===== src/rtl/lcd_bus_receiver.sv =====
// HD44780-style 8-bit LCD bus snooper: synchronizes the asynchronous bus, decodes
// commands and data writes, and mirrors the 2x16 character buffer for readback.
module lcd_bus_receiver #(
    parameter int SYNC_STAGES = 2
) (
    input  logic       CLK,
    input  logic       RST,
    input  logic       RS,
    input  logic       EN_IN,
    input  logic [7:0] data_LCD,
    input  logic [4:0] rd_addr,
    input  logic       clr_err,
    output logic [7:0] rd_data,
    output logic [4:0] cursor,
    output logic       disp_on,
    output logic       busy,
    output logic       wr_pulse,
    output logic       err_ovf,
    output logic       err_addr
);

    typedef enum logic {
        IDLE,
        FILL
    } state_t;

    // Synchronizer chains, one per bus signal, all the same depth so they stay aligned.
    logic [SYNC_STAGES-1:0] rs_chain;
    logic [SYNC_STAGES-1:0] en_chain;
    logic [7:0]             data_chain [SYNC_STAGES];

    logic       rs_s;
    logic       en_s;
    logic [7:0] data_s;

    logic       en_d;
    logic       rs_d;
    logic [7:0] data_d;
    logic       detect;

    logic       xfer_valid;
    logic       xfer_rs;
    logic [7:0] xfer_data;

    state_t     state;
    state_t     state_next;
    logic [4:0] fill_idx;
    logic [4:0] fill_idx_next;
    logic [4:0] cursor_next;
    logic       inc;
    logic       inc_next;
    logic       disp_next;
    logic       discard;
    logic       discard_next;
    logic       pulse_next;
    logic       set_ovf;
    logic       set_addr;
    logic       wr_en;
    logic [4:0] wr_idx;
    logic [7:0] wr_val;

    logic [7:0] mem [32];

    function automatic logic [4:0] step(input logic [4:0] c, input logic up);
        return up ? c + 5'd1 : c - 5'd1;
    endfunction

    assign rs_s   = rs_chain[SYNC_STAGES-1];
    assign en_s   = en_chain[SYNC_STAGES-1];
    assign data_s = data_chain[SYNC_STAGES-1];
    assign detect = en_d & ~en_s;
    assign busy   = (state == FILL);

    // NOTE: sequential state is assigned with <= so every flop samples pre-edge values.
    always_ff @(posedge CLK or negedge RST) begin
        if (!RST) begin
            rs_chain <= '0;
            en_chain <= '0;
            for (int i = 0; i < SYNC_STAGES; i++) data_chain[i] <= '0;
        end else begin
            rs_chain      <= {rs_chain[SYNC_STAGES-2:0], RS};
            en_chain      <= {en_chain[SYNC_STAGES-2:0], EN_IN};
            data_chain[0] <= data_LCD;
            for (int i = 1; i < SYNC_STAGES; i++) data_chain[i] <= data_chain[i-1];
        end
    end

    // Falling edge of synchronized EN; RS/data are taken from the cycle EN was still high.
    always_ff @(posedge CLK or negedge RST) begin
        if (!RST) begin
            en_d       <= 1'b0;
            rs_d       <= 1'b0;
            data_d     <= '0;
            xfer_valid <= 1'b0;
            xfer_rs    <= 1'b0;
            xfer_data  <= '0;
        end else begin
            en_d       <= en_s;
            rs_d       <= rs_s;
            data_d     <= data_s;
            xfer_valid <= detect;
            xfer_rs    <= rs_d;
            xfer_data  <= data_d;
        end
    end

    // NOTE: every output of this block gets a default first, so no latch can be inferred.
    always_comb begin
        state_next    = state;
        fill_idx_next = fill_idx;
        cursor_next   = cursor;
        inc_next      = inc;
        disp_next     = disp_on;
        discard_next  = discard;
        pulse_next    = 1'b0;
        set_ovf       = 1'b0;
        set_addr      = 1'b0;
        wr_en         = 1'b0;
        wr_idx        = cursor;
        wr_val        = xfer_data;

        case (state)
            IDLE: begin
                if (xfer_valid && xfer_rs) begin
                    if (!discard) begin
                        wr_en       = 1'b1;
                        pulse_next  = 1'b1;
                        cursor_next = step(cursor, inc);
                    end
                end else if (xfer_valid) begin
                    casez (xfer_data)
                        8'b1???????: begin
                            discard_next = 1'b0;
                            if (xfer_data[6:4] == 3'b000)
                                cursor_next = {1'b0, xfer_data[3:0]};
                            else if (xfer_data[6:4] == 3'b100)
                                cursor_next = {1'b1, xfer_data[3:0]};
                            else
                                set_addr = 1'b1;
                        end
                        8'b01??????: discard_next = 1'b1;
                        8'b001?????: ;
                        8'b0001????: begin
                            if (!xfer_data[3]) cursor_next = step(cursor, xfer_data[2]);
                        end
                        8'b00001???: disp_next = xfer_data[2];
                        8'b000001??: inc_next = xfer_data[1];
                        8'b0000001?: cursor_next = 5'd0;
                        8'b00000001: begin
                            state_next    = FILL;
                            fill_idx_next = 5'd0;
                            cursor_next   = 5'd0;
                            inc_next      = 1'b1;
                        end
                        default: ;
                    endcase
                end
            end
            FILL: begin
                wr_en         = 1'b1;
                wr_idx        = fill_idx;
                wr_val        = 8'h20;
                fill_idx_next = fill_idx + 5'd1;
                if (fill_idx == 5'd31) state_next = IDLE;
                // Anything arriving mid-fill, a repeated clear included, is dropped.
                if (xfer_valid) set_ovf = 1'b1;
            end
            default: state_next = IDLE;
        endcase
    end

    always_ff @(posedge CLK or negedge RST) begin
        if (!RST) begin
            state    <= IDLE;
            fill_idx <= '0;
            cursor   <= '0;
            inc      <= 1'b1;
            disp_on  <= 1'b0;
            discard  <= 1'b0;
            wr_pulse <= 1'b0;
            err_ovf  <= 1'b0;
            err_addr <= 1'b0;
        end else begin
            state    <= state_next;
            fill_idx <= fill_idx_next;
            cursor   <= cursor_next;
            inc      <= inc_next;
            disp_on  <= disp_next;
            discard  <= discard_next;
            wr_pulse <= pulse_next;
            // A new error event wins over a simultaneous clear.
            if (set_ovf)      err_ovf <= 1'b1;
            else if (clr_err) err_ovf <= 1'b0;
            if (set_addr)     err_addr <= 1'b1;
            else if (clr_err) err_addr <= 1'b0;
        end
    end

    // NOTE: the character memory has no reset; software clears it with command 0x01.
    always_ff @(posedge CLK) begin
        if (wr_en) mem[wr_idx] <= wr_val;
    end

    always_ff @(posedge CLK or negedge RST) begin
        if (!RST) rd_data <= '0;
        else      rd_data <= mem[rd_addr];
    end

endmodule


===== config.mk =====
export PLATFORM = sky130hd
export DESIGN_NAME = lcd_bus_receiver
export DESIGN_NICKNAME = d
export VERILOG_FILES = /design/src/rtl/lcd_bus_receiver.sv
export SDC_FILE = /design/constraint.sdc
export NUM_CORES = 1
export LEC_CHECK = 0
export ABC_AREA = 0
export CAP_MARGIN = 5
export CORE_MARGIN = 3
export CORE_UTILIZATION = 25
export DETAILED_ROUTE_END_ITERATION = 8
export DONT_BUFFER_PORTS = 1
export SYNTH_ARGS = -nofsm -noshare
export SYNTH_HDL_FRONTEND = slang
export SYNTH_SLANG_ARGS = --single-unit

===== constraint.sdc =====
create_clock -name CLK -period 2.46 [get_ports CLK]
set_clock_uncertainty 0.1 [all_clocks]
set_input_delay 0.369 -clock CLK [delete_from_list [all_inputs] [get_ports CLK]]
set_output_delay 0.369 -clock CLK [all_outputs]
set_load 0.01 [all_outputs]

==> results_dict.tcl <==
set metrics [dict create \
    drtAntennaViolNets 0 \
    drt_iter0_markers 527 \
    p_clk_share_pct 41.6 \
    drive_gt1_share_pct 27.81 \
    startpoint_type "flip-flop" \
    start_util_pct 25.59 \
    grt_max_degree 66 \
    pwr-share-comb_pct 6.5 \
    nFillCells 4652 \
    setup_tns_ns 0 \
    via_per_inst 4.376 \
    finalCriticalPeriod_ns 2.259 \
    worstPathArrival_ns 2.37 \
    min_from "rd_addr[4]" \
    p_leak_nw 4.831 \
    register_area_um2 9315 \
    synth_top_area_cell "edfxtp_1" \
    portBuffers 0 \
    drc 0 \
    routed_wl_mm 26.21 \
    die_w_um 228.4 \
    setup_viol 0 \
    place_congestion 0.7725 \
    placed_area_um2 13430 \
    async_reset_ff_share_pct 20.25 \
    worst_slack_ns 0.2012 \
    grt_usage_pct 9.984 \
    core_area_um2 48350 \
    final_common_cell "edfxtp_1" \
    tightest_slew_ns 0.7996 \
    cts_buffer_depth 3 \
    clock_latency_ns 0.51 \
    synth_area_um2 12370 \
    fmax_mhz 442.7 \
    p_int_mw 9.216 \
    post_cts_buffers 0 \
    grt_pass1_vias 5981 \
    min_to "rd_data[5]$_DFF_PN0_" \
    synth_top_area_share_pct 62.14 \
    hold_violations 0 \
    syn-num-nets 642 \
    hold_path_class "input pin to flip-flop" \
    multi_input_area_um2 2894 \
    critPathKind "flip-flop to flip-flop" \
    top_level_ports 36 \
    dp.final_hpwl_mm 16.06 \
    ir_drop_v 0.0006427 \
    numCtsBuffers 35 \
    ys.flop_type "edfxtp_1" \
    dr.pass1.iters 6 \
    antenna_found_initial 1 \
    r2r_cells 4 \
    status "finished clean" \
    antenna_cells 0 \
    sequentialPowerShare_pct 51.8 \
    synth_cell_types 49 \
    period_share_pct 91.82 \
    place_ws_ns 0.2981 \
    cts.sinks 321 \
    synth_cells 620 \
    clk_pin_slew_ns 0.06 \
    min_path_cells 2 \
    cap_violations 0 \
    row_count 80 \
    die-area_um2 52190 \
    synth_edf_count 256 \
    vias 5987 \
    avgSynthCellArea_um2 19.95 \
    ys_top_cells_by_area "edfxtp_1 62%, mux4_2 15%, dfrtp_1 13%" \
    swShare_pct 21.73 \
    r2r-end "mem[14][6]$_DFFE_PP_" \
    ys_ff_latch 321 \
    area_growth_pct 18.53 \
    cp_max_fo 8 \
    slew_viol_final 0 \
    r2r_slack_ns 0.20 \
    rsz0062_at_grt "no" \
    seq_area_frac_synth_pct 75.30 \
    fin_util_pct 30.33 \
    relSlewSlack_pct 46.70 \
    grt_remaining_overflow 0 \
    final_nets 711 \
    die_height_um 228.4 \
    design_area_um2 14660 \
    p_per_area_nw_per_um2 803.1 \
    layout_common_cells "256 x edfxtp_1, 80 x mux4_2, 64 x dfrtp_1, 49 x buf_4, 42 x nor2_1" \
    rr_startpoint "busy$_DFF_PN0_" \
    root_buffer "clkbuf_16" \
    end_kind "flip-flop" \
    wl_per_cell_um 19.16 \
    grt_first_pass_wirelength_mm 39.54 \
    required_ns 2.57 \
    cts_tree "built" \
    yosys_warnings 0 \
    netSwitchingPower_mw 2.559 \
    whs_ns 0.1115 \
    htree_levels 2 \
]
## synthesized netlist by cell type (3+ instances only)
master / number
mux4_2: 80
nand2b_1: 4
mux2_2: 10
nor3_1: 4
nor2b_1: 10
nand3_1: 5
nand2_1: 25
buf_4: 6
clkbuf_1: 15
ha_1: 4
nor2_1: 42
nand4_1: 4
a21oi_1: 7
or3_1: 3
dfrtp_1: 64
mux2i_1: 3
xnor2_1: 3
and3_1: 4
o41ai_1: 3
o21ai_0: 18
buf_1: 7
o31ai_1: 4
inv_1: 8
edfxtp_1: 256
## worst max-delay path, stage by stage, from the launching register on
cell,delay [ns]
dfrtp_1,0.43
o41ai_1,0.54
nand2_1,0.44
nor2_1,0.23
buf_4,0.22
## timing repair
| action | 4_1_cts | 5_1_grt |
|---|---|---|
| gates resized for setup | 0 | 0 |
| hold buffers | 14 | 0 |
| endpoints found under the hold margin | 85 | 0 |
## registers in the layout, summed over array words and instances (netlist names)
name        flops
fill_idx        5
discard         1
err_addr        1
inc             1
cursor          5
en_d            1
data_chain      8
xfer_data       8
busy            1
rs_d            1
mem           256
data_d          8
rd_data         8
data_s          8
wr_pulse        1
err_ovf         1
xfer_valid      1
xfer_rs         1
en_chain        2
rs_chain        2
disp_on         1
## per-layer routing
metal | share of wire [%] | up-vias | GRT usage [%]
li1 | - | 2637 | -
met1 | 44 | 3122 | 14.03
met2 | 47 | 187 | 15.59
met3 | 7.2 | 41 | 2.380
met4 | 1.7 | 0 | 2.624
met5 | 0 | - | 0
## cell type report
type                    instances  share of cell area (%)
flip-flops and latches        321                   63.53
inverters                       8                  0.2048
clock buffers                  42                   6.579
well taps                     656                   5.598
multi-input cells             260                   19.74
repair buffers                 63                   3.584
clock inverters                18                  0.7680
## kinds of logic after synthesis
logic type      Yosys count  synth area share [%]
xor+xnor                  5                0.3541
compound gates           49                 2.620
buf+inv                  39                 1.446
fa+ha+maj                 4                0.4046
simple gates            109                 4.157
mux                      93                 15.72
flops                   321                 75.30
## power by group through the flow
stage / Sequential (mW) / Combinational, mW / Clock (mW)
2_1_floorplan: 6.19 / 0.556 / 0
3_3_place_gp: 6.21 / 0.720 / 0
3_5_place_dp: 6.22 / 0.729 / 0
4_1_cts: 6.10 / 0.779 / 5.04
5_1_grt: 6.12 / 0.836 / 5.27
6_report: 6.10 / 0.770 / 4.90
## worst max path at each step
stage                                     start                   end  slack (ns)  cells after the start
final                            busy$_DFF_PN0_  mem[14][6]$_DFFE_PP_        0.20                      4
after global routing       xfer_valid$_DFF_PN0_   mem[9][7]$_DFFE_PP_        0.11                      5
after detailed placement         busy$_DFF_PN0_  mem[24][2]$_DFFE_PP_        0.30                      4
after global placement           busy$_DFF_PN0_   mem[4][4]$_DFFE_PP_        0.29                      4
after CTS                 cursor[0]$_DFFE_PN0P_  mem[23][4]$_DFFE_PP_        0.27                      5
after floorplan                  busy$_DFF_PN0_   mem[0][2]$_DFFE_PP_        0.09                      4
## stage by stage
stage,std cells,total power [mW]
after floorplan,620,6.742
after global placement,1294,6.933
after detailed placement,1294,6.945
after CTS,1368,11.93
after global routing,1368,12.22
final,1368,11.78
Power figures use the tool's default switching activity.
